**config.mk**
```make
export PLATFORM = sky130hd
export DESIGN_NAME = alu_issue_stage_flat
export DESIGN_NICKNAME = d
export VERILOG_FILES = /design/src/rtl/alu_issue_stage_if.sv /design/src/rtl/alu_issue_stage.sv /design/src/flat_wrapper.sv
export SDC_FILE = /design/constraint.sdc
export NUM_CORES = 1
export LEC_CHECK = 0
export ABC_AREA = 1
export BUFFER_PORTS_ARGS = -buffer_cell sky130_fd_sc_hd__buf_2
export CELL_PAD_IN_SITES_DETAIL_PLACEMENT = 0
export CELL_PAD_IN_SITES_GLOBAL_PLACEMENT = 2
export CORE_ASPECT_RATIO = 1.25
export CORE_MARGIN = 3
export CORE_UTILIZATION = 30
export CTS_CLUSTER_DIAMETER = 50
export DETAILED_ROUTE_END_ITERATION = 6
export PLACE_DENSITY = 0.9
export SYNTH_ARGS = -nofsm -noshare
export SYNTH_HDL_FRONTEND = slang
export SYNTH_SLANG_ARGS = --single-unit
```
**constraint.sdc**
```tcl
create_clock -name clk -period 5.2 [get_ports clk]
set_input_delay 0.52 -clock clk [delete_from_list [all_inputs] [get_ports clk]]
set_output_delay 0.52 -clock clk [all_outputs]
set_load 0.005 [all_outputs]
```
**src/rtl/alu_issue_stage_if.sv**
```systemverilog
// ALU operation encoding shared by the issue stage and the ALU, plus the
// issue-stage handshake interface. The upstream fields and the ALU-facing
// results travel together in one bundle.
package alu_operations;

    typedef enum logic [3:0] {
        Add                    = 4'd0,
        Subtract               = 4'd1,
        Shift_Left_Logical     = 4'd2,
        Set_Less_Than          = 4'd3,
        Set_Less_Than_Unsigned = 4'd4,
        Xor                    = 4'd5,
        Shift_Right_Logical    = 4'd6,
        Shift_Right_Arithmetic = 4'd7,
        Or                     = 4'd8,
        And                    = 4'd9
    } alu_operation_t;

endpackage

interface alu_issue_if #(
    parameter int XLEN = 32
);
    import alu_operations::*;

    // Upstream (decode) side
    logic            in_valid;
    logic            in_ready;
    logic [6:0]      in_opcode;
    logic [2:0]      in_funct3;
    logic            in_funct7_5;
    logic [4:0]      in_rd;
    logic [XLEN-1:0] in_pc;
    logic [XLEN-1:0] in_rs1_value;
    logic [XLEN-1:0] in_rs2_value;
    logic [XLEN-1:0] in_immediate;

    // Downstream (ALU) side
    logic            out_valid;
    logic            out_ready;
    alu_operation_t  out_operation;
    logic [XLEN-1:0] out_operand_1;
    logic [XLEN-1:0] out_operand_2;
    logic [4:0]      out_rd;
    logic            out_rd_write;
    logic            out_illegal;

    // The issue stage itself
    modport slave (
        input  in_valid, in_opcode, in_funct3, in_funct7_5, in_rd, in_pc,
               in_rs1_value, in_rs2_value, in_immediate, out_ready,
        output in_ready, out_valid, out_operation, out_operand_1,
               out_operand_2, out_rd, out_rd_write, out_illegal
    );

    // Whoever drives instructions in and consumes ALU inputs
    modport master (
        output in_valid, in_opcode, in_funct3, in_funct7_5, in_rd, in_pc,
               in_rs1_value, in_rs2_value, in_immediate, out_ready,
        input  in_ready, out_valid, out_operation, out_operand_1,
               out_operand_2, out_rd, out_rd_write, out_illegal
    );

endinterface

```
**src/rtl/alu_issue_stage.sv**
```systemverilog
// Registered issue stage in front of the ALU. Decodes opcode/funct3/funct7[5]
// into an ALU operation, selects the operands and holds the decoded entry in a
// 2-entry main/skid buffer so in_ready depends only on registered state.
module alu_issue_stage
    import alu_operations::*;
#(
    parameter int XLEN = 32
) (
    input  logic        clk,
    input  logic        rst_n,
    input  logic        flush,
    alu_issue_if.slave  bus
);

    localparam logic [6:0] OPC_OP     = 7'b0110011;
    localparam logic [6:0] OPC_OP_IMM = 7'b0010011;
    localparam logic [6:0] OPC_LUI    = 7'b0110111;
    localparam logic [6:0] OPC_AUIPC  = 7'b0010111;

    typedef struct packed {
        alu_operation_t  operation;
        logic [XLEN-1:0] operand_1;
        logic [XLEN-1:0] operand_2;
        logic [4:0]      rd;
        logic            rd_write;
        logic            illegal;
    } entry_t;

    typedef enum logic [1:0] {
        EMPTY = 2'd0,
        ONE   = 2'd1,
        TWO   = 2'd2
    } state_t;

    // funct3 table shared by OP and OP-IMM; alt selects the funct7[5] variant.
    function automatic alu_operation_t alu_table(input logic [2:0] funct3,
                                                 input logic       alt);
        alu_operation_t op;
        case (funct3)
            3'b000:  op = alt ? Subtract : Add;
            3'b001:  op = Shift_Left_Logical;
            3'b010:  op = Set_Less_Than;
            3'b011:  op = Set_Less_Than_Unsigned;
            3'b100:  op = Xor;
            3'b101:  op = alt ? Shift_Right_Arithmetic : Shift_Right_Logical;
            3'b110:  op = Or;
            3'b111:  op = And;
            default: op = Add;
        endcase
        return op;
    endfunction

    // Full decode of one upstream entry. Illegal encodings collapse to an
    // Add of zeros with write-back suppressed.
    function automatic entry_t decode_entry(input logic [6:0]      opcode,
                                            input logic [2:0]      funct3,
                                            input logic            funct7_5,
                                            input logic [4:0]      rd,
                                            input logic [XLEN-1:0] pc,
                                            input logic [XLEN-1:0] rs1,
                                            input logic [XLEN-1:0] rs2,
                                            input logic [XLEN-1:0] imm);
        entry_t e;
        logic   illegal;
        logic   is_op;
        logic   alt;
        e         = '0;
        e.operation = Add;
        illegal   = 1'b0;
        is_op     = (opcode == OPC_OP);
        // OP-IMM only honours funct7[5] for the right shifts, so ADDI stays Add.
        alt       = funct7_5 && (is_op || (funct3 == 3'b101));
        case (opcode)
            OPC_OP, OPC_OP_IMM: begin
                e.operation = alu_table(funct3, alt);
                e.operand_1 = rs1;
                e.operand_2 = is_op ? rs2 : imm;
                if (is_op && funct7_5 && (funct3 != 3'b000) && (funct3 != 3'b101)) begin
                    illegal = 1'b1;
                end
            end
            OPC_LUI: begin
                e.operand_2 = imm;
            end
            OPC_AUIPC: begin
                e.operand_1 = pc;
                e.operand_2 = imm;
            end
            default: begin
                illegal = 1'b1;
            end
        endcase
        if (illegal) begin
            e.operation = Add;
            e.operand_1 = '0;
            e.operand_2 = '0;
        end
        e.rd       = rd;
        e.illegal  = illegal;
        e.rd_write = !illegal && (rd != 5'd0);
        return e;
    endfunction

    state_t state;
    state_t state_next;
    entry_t main_entry;
    entry_t skid_entry;
    entry_t new_entry;
    logic   in_ready_int;
    logic   out_valid_int;
    logic   accept;
    logic   fire;
    logic   load_main_new;
    logic   load_main_skid;
    logic   load_skid;

    assign new_entry = decode_entry(bus.in_opcode, bus.in_funct3, bus.in_funct7_5,
                                    bus.in_rd, bus.in_pc, bus.in_rs1_value,
                                    bus.in_rs2_value, bus.in_immediate);

    assign in_ready_int  = (state != TWO);
    assign out_valid_int = (state != EMPTY);
    assign accept        = bus.in_valid && in_ready_int;
    assign fire          = out_valid_int && bus.out_ready;

    // Next-state and buffer-load decisions; flush overrides any accept or fire.
    always_comb begin
        state_next     = state;
        load_main_new  = 1'b0;
        load_main_skid = 1'b0;
        load_skid      = 1'b0;
        if (flush) begin
            state_next = EMPTY;
        end else begin
            case (state)
                EMPTY: begin
                    if (accept) begin
                        state_next    = ONE;
                        load_main_new = 1'b1;
                    end
                end
                ONE: begin
                    if (accept && fire) begin
                        load_main_new = 1'b1;
                    end else if (accept) begin
                        state_next = TWO;
                        load_skid  = 1'b1;
                    end else if (fire) begin
                        state_next = EMPTY;
                    end
                end
                TWO: begin
                    if (fire) begin
                        state_next     = ONE;
                        load_main_skid = 1'b1;
                    end
                end
                default: begin
                    state_next = EMPTY;
                end
            endcase
        end
    end

    // State and the output-facing main entry; reset clears both so the ALU
    // sees a clean Add of zeros.
    always_ff @(posedge clk or negedge rst_n) begin
        if (!rst_n) begin
            state      <= EMPTY;
            main_entry <= '0;
        end else begin
            state <= state_next;
            if (load_main_new) begin
                main_entry <= new_entry;
            end else if (load_main_skid) begin
                main_entry <= skid_entry;
            end
        end
    end

    // Skid entry captures the overflow entry while the ALU stalls; it is only
    // read in TWO, so it needs no reset.
    always_ff @(posedge clk) begin
        if (load_skid) begin
            skid_entry <= new_entry;
        end
    end

    assign bus.in_ready      = in_ready_int;
    assign bus.out_valid     = out_valid_int;
    assign bus.out_operation = main_entry.operation;
    assign bus.out_operand_1 = main_entry.operand_1;
    assign bus.out_operand_2 = main_entry.operand_2;
    assign bus.out_rd        = main_entry.rd;
    assign bus.out_rd_write  = main_entry.rd_write;
    assign bus.out_illegal   = main_entry.illegal;

endmodule
```
**src/flat_wrapper.sv**
```systemverilog
// flat-port wrapper written by rule: the top's interface ports become plain ports
module alu_issue_stage_flat import alu_operations::*;
#(
    parameter int XLEN = 32
)
  (clk, rst_n, flush, bus_in_valid, bus_in_opcode, bus_in_funct3, bus_in_funct7_5, bus_in_rd, bus_in_pc, bus_in_rs1_value, bus_in_rs2_value, bus_in_immediate, bus_out_ready, bus_in_ready, bus_out_valid, bus_out_operation, bus_out_operand_1, bus_out_operand_2, bus_out_rd, bus_out_rd_write, bus_out_illegal);
  alu_issue_if #(.XLEN(XLEN)) bus_i ();
  input  logic clk;
  input  logic rst_n;
  input  logic flush;
  input wire logic [$bits(bus_i.in_valid)-1:0] bus_in_valid;
  input wire logic [$bits(bus_i.in_opcode)-1:0] bus_in_opcode;
  input wire logic [$bits(bus_i.in_funct3)-1:0] bus_in_funct3;
  input wire logic [$bits(bus_i.in_funct7_5)-1:0] bus_in_funct7_5;
  input wire logic [$bits(bus_i.in_rd)-1:0] bus_in_rd;
  input wire logic [$bits(bus_i.in_pc)-1:0] bus_in_pc;
  input wire logic [$bits(bus_i.in_rs1_value)-1:0] bus_in_rs1_value;
  input wire logic [$bits(bus_i.in_rs2_value)-1:0] bus_in_rs2_value;
  input wire logic [$bits(bus_i.in_immediate)-1:0] bus_in_immediate;
  input wire logic [$bits(bus_i.out_ready)-1:0] bus_out_ready;
  output wire logic [$bits(bus_i.in_ready)-1:0] bus_in_ready;
  output wire logic [$bits(bus_i.out_valid)-1:0] bus_out_valid;
  output wire logic [$bits(bus_i.out_operation)-1:0] bus_out_operation;
  output wire logic [$bits(bus_i.out_operand_1)-1:0] bus_out_operand_1;
  output wire logic [$bits(bus_i.out_operand_2)-1:0] bus_out_operand_2;
  output wire logic [$bits(bus_i.out_rd)-1:0] bus_out_rd;
  output wire logic [$bits(bus_i.out_rd_write)-1:0] bus_out_rd_write;
  output wire logic [$bits(bus_i.out_illegal)-1:0] bus_out_illegal;
  assign bus_i.in_valid = bus_in_valid;
  assign bus_i.in_opcode = bus_in_opcode;
  assign bus_i.in_funct3 = bus_in_funct3;
  assign bus_i.in_funct7_5 = bus_in_funct7_5;
  assign bus_i.in_rd = bus_in_rd;
  assign bus_i.in_pc = bus_in_pc;
  assign bus_i.in_rs1_value = bus_in_rs1_value;
  assign bus_i.in_rs2_value = bus_in_rs2_value;
  assign bus_i.in_immediate = bus_in_immediate;
  assign bus_i.out_ready = bus_out_ready;
  assign bus_in_ready = bus_i.in_ready;
  assign bus_out_valid = bus_i.out_valid;
  assign bus_out_operation = bus_i.out_operation;
  assign bus_out_operand_1 = bus_i.out_operand_1;
  assign bus_out_operand_2 = bus_i.out_operand_2;
  assign bus_out_rd = bus_i.out_rd;
  assign bus_out_rd_write = bus_i.out_rd_write;
  assign bus_out_illegal = bus_i.out_illegal;
  alu_issue_stage #(.XLEN(XLEN)) u_core (.clk(clk), .rst_n(rst_n), .flush(flush), .bus(bus_i));
endmodule
```
==> reports/summary.txt <==
# hold bufs at CTS: 0
Mapped Nets: 1214
Worst Tran Pin Value: 1170 ps
Global-route wire length before repair: 40300 um
Post-detailed-route DRC marker count: 0
Share of layout cells above drive strength 1: 25.0%
GRT Util Overall: 17.0%
DP HPWL: 15700 um
Switching part of the total: 25.3%
Max Slew Vio Count: 0
Fin. Hold Viols: 0
Initial Util: 30.8%
Worst IR drop on VDD: 173 uV
Avg Cell Area, Syn: 7.84 um2
Crit-path max cell delay: 880 ps
Yosys warnings: 0
Core Rows: 67
Clk_lat worst skew: 410 ps
Post-Synthesis Cells: 1065
Multi-input logic area: 3380 um2
Gpl congestion: 0.733
Vias/cell: 4.68
I/O pin cnt: 226
Post-CTS Setup Inserts: 0
Setup ws final: 2210 ps
EDFF count, synth: 75
Sequential-to-total area share from yosys stat: 50.0%
Synth Cell Area: 8350 um2
Sequential share of power: 43.2%
CP startpoint kind: primary input
Synth top area cells: edfxtp_1 (27%), dfrtp_1 (23%), nand3_1 (16%)
Critical path buffers and inverters: 3
Primary FF master, synth: dfrtp_1
Cell accounting for the most synthesized area: edfxtp_1
Leakage Power: 4.91 nW
Synth top area share: 27.0%
Critical path data arrival time: 3270 ps
DR iter-0 viols: 383
Most frequent cells in the layout: nand3_1 (259), nand2_1 (258), buf_2 (223)
DP Area: 9650 um2
Largest net degree at the start of global routing: 77
Post-route ant nets: 0
Clk_skew: 8.22 ps
Die ar.: 29900 um2
Comb pwr share: 14.1%
Final core utilization: 37.9%
Minimum clock period: 2990 ps
Final instance area: 10300 um2
Status: completed
Max frequency: 335 MHz
Slowest-stage cell, CP: nand2_2
Total number of vias: 7494
Worst setup path class: primary input to register
Place WS: 1780 ps
H-tree depth: 4
Flops & latches, synth: 152
Layout area overhead: 23.4%
P_sw: 0.000822 W
Wirelength, routed: 25300 um
Commonest non-fill, non-tap cell in the layout: nand3_1
Clock power frac: 42.7%
Post-CTS Resized: 0
Crit end category: register
Asr flop ratio synth: 50.7%
Max Cap Viol: 0
Relative slew slack: 22.0%
Reg2reg setup slack: 2720 ps
Internal power: 0.00243 W
Critical Path RT: 5480 ps
I/O Buffers: 225
Distinct cells, synth: 31
Crit path max fanout: 68
Die extent in x: 155 um
CTS Buffer Depth: 2
Core Region: 27200 um2
Routed wire per std cell: 15.8 um
Initial antenna violation count: 2
CP delay by family, top: simple AND/OR/NAND/NOR gates
Min-delay worst type: primary input to asynchronous set/reset pin
Clock slew at reported path FFs: 60 ps
Total gr overflow: 0
Drt pass-1 iters: 5
Vias in the first global route: 7561
CTS buffer count: 17
Setup TNS: 0 ps
FF+latch area: 4180 um2
Nets: 1391
CTS tree: built
Layout Cells excl Fill: 1600
Setup-failing EPs final: 0
Fillers: 2886
Pwr per Cell Area: 316 nW/um2
Die span in y: 193 um
Placed cell count: 1568
Worst path cell trace: buf_2 -> nor2_4 -> buf_4 -> inv_2 -> nor2_8 -> o21ai_2 -> nand2_2 -> and2_1
Root buffer cell: clkbuf_16
Num Clock Sinks: 152
Period utilization: 57.5%
RSZ-0062 raised after global routing: false
-- final timing paths --
check,startpoint,endpoint,depth (start not counted)
hold / removal,rst_n,u_core.bus.out_operand_1[18]$_DFFE_PN0P_,1
max in group asynchronous,rst_n,u_core.bus.out_operand_1[22]$_DFFE_PN0P_,2
setup / recovery,bus_in_opcode[6],u_core.skid_entry[33]$_DFFE_PP_,8
setup reg to reg,u_core.state[1]$_DFFE_PN0P_,u_core.skid_entry[38]$_DFFE_PP_,4
hold reg to reg,u_core.skid_entry[74]$_DFFE_PP_,u_core.bus.out_operation[3]$_DFFE_PN0P_,2
min in group clk,bus_in_rd[4],u_core.skid_entry[6]$_DFFE_PP_,1
-- area by class of cell --
class	count	area share [%]
antenna	1	0.0243
clock inverter	12	2.17
sequential	152	40.5
timing repair buffer	235	11.8
clock buffer	19	4.20
inverter	118	4.30
multi-input combinational	718	32.8
tap	345	4.19
-- power by group through the flow --
stage | clock (W) | combinational (W) | sequential, W
finish | 0.00139 | 0.000458 | 0.00141
global route | 0.00148 | 0.000527 | 0.00142
detailed placement | 0 | 0.000469 | 0.00143
floorplan | 0 | 0.000223 | 0.00144
global placement | 0 | 0.000469 | 0.00143
CTS | 0.00143 | 0.000472 | 0.00141
-- cell usage after synthesis (5+ instances only) --
cell and instances:
nand2_1 259, nand3_1 259, inv_1 97, dfrtp_1 77, edfxtp_1 75, nor2_1 54, a21oi_1 34, and2_1 33
buf_2 33, o21ai_1 32, clkbuf_1 29, nor2_2 27, clkinv_1 11, inv_2 10, buf_4 6, buf_6 5
-- metal layers --
layer	part of all wire, %	up-vias	wire length, um	global-route usage (%)
met4	1.0	2	261	4.01
met1	42	3469	10700	20.5
li1	-	3805	-	-
met5	0.051	-	13	0
met2	50	200	12700	30.2
met3	6.3	18	1600	4.58
-- flip-flops by register name, summed over array words and instances (netlist names) --
signal and count:
u_core.bus.out_illegal 1, u_core.bus.out_operand_1 32, u_core.bus.out_operand_2 32, u_core.bus.out_operation 4, u_core.bus.out_rd 5, u_core.bus.out_rd_write 1, u_core.skid_entry 75, u_core.state 2
-- cell families after synthesis --
family | share of synthesized area (%)
AND/OR/NAND/NOR | 35.2
AO/OA/AOI/OAI | 4.79
flip-flops | 50.0
buffers and inverters | 9.97
-- worst reg2reg max path, cell delays in order, from the launching register on --
cell and delay (ps):
dfrtp_1 400, nor2_1 280, nand3_1 220, nor2_4 850, buf_12 380
-- through the flow --
step                      power (W)  hold WS [ps]
after floorplan             0.00166           224
after global placement      0.00190           480
after detailed placement    0.00190           491
after CTS                   0.00331          92.8
after global routing        0.00342           111
final                       0.00326          85.1
(Power assumes the default switching activity.)
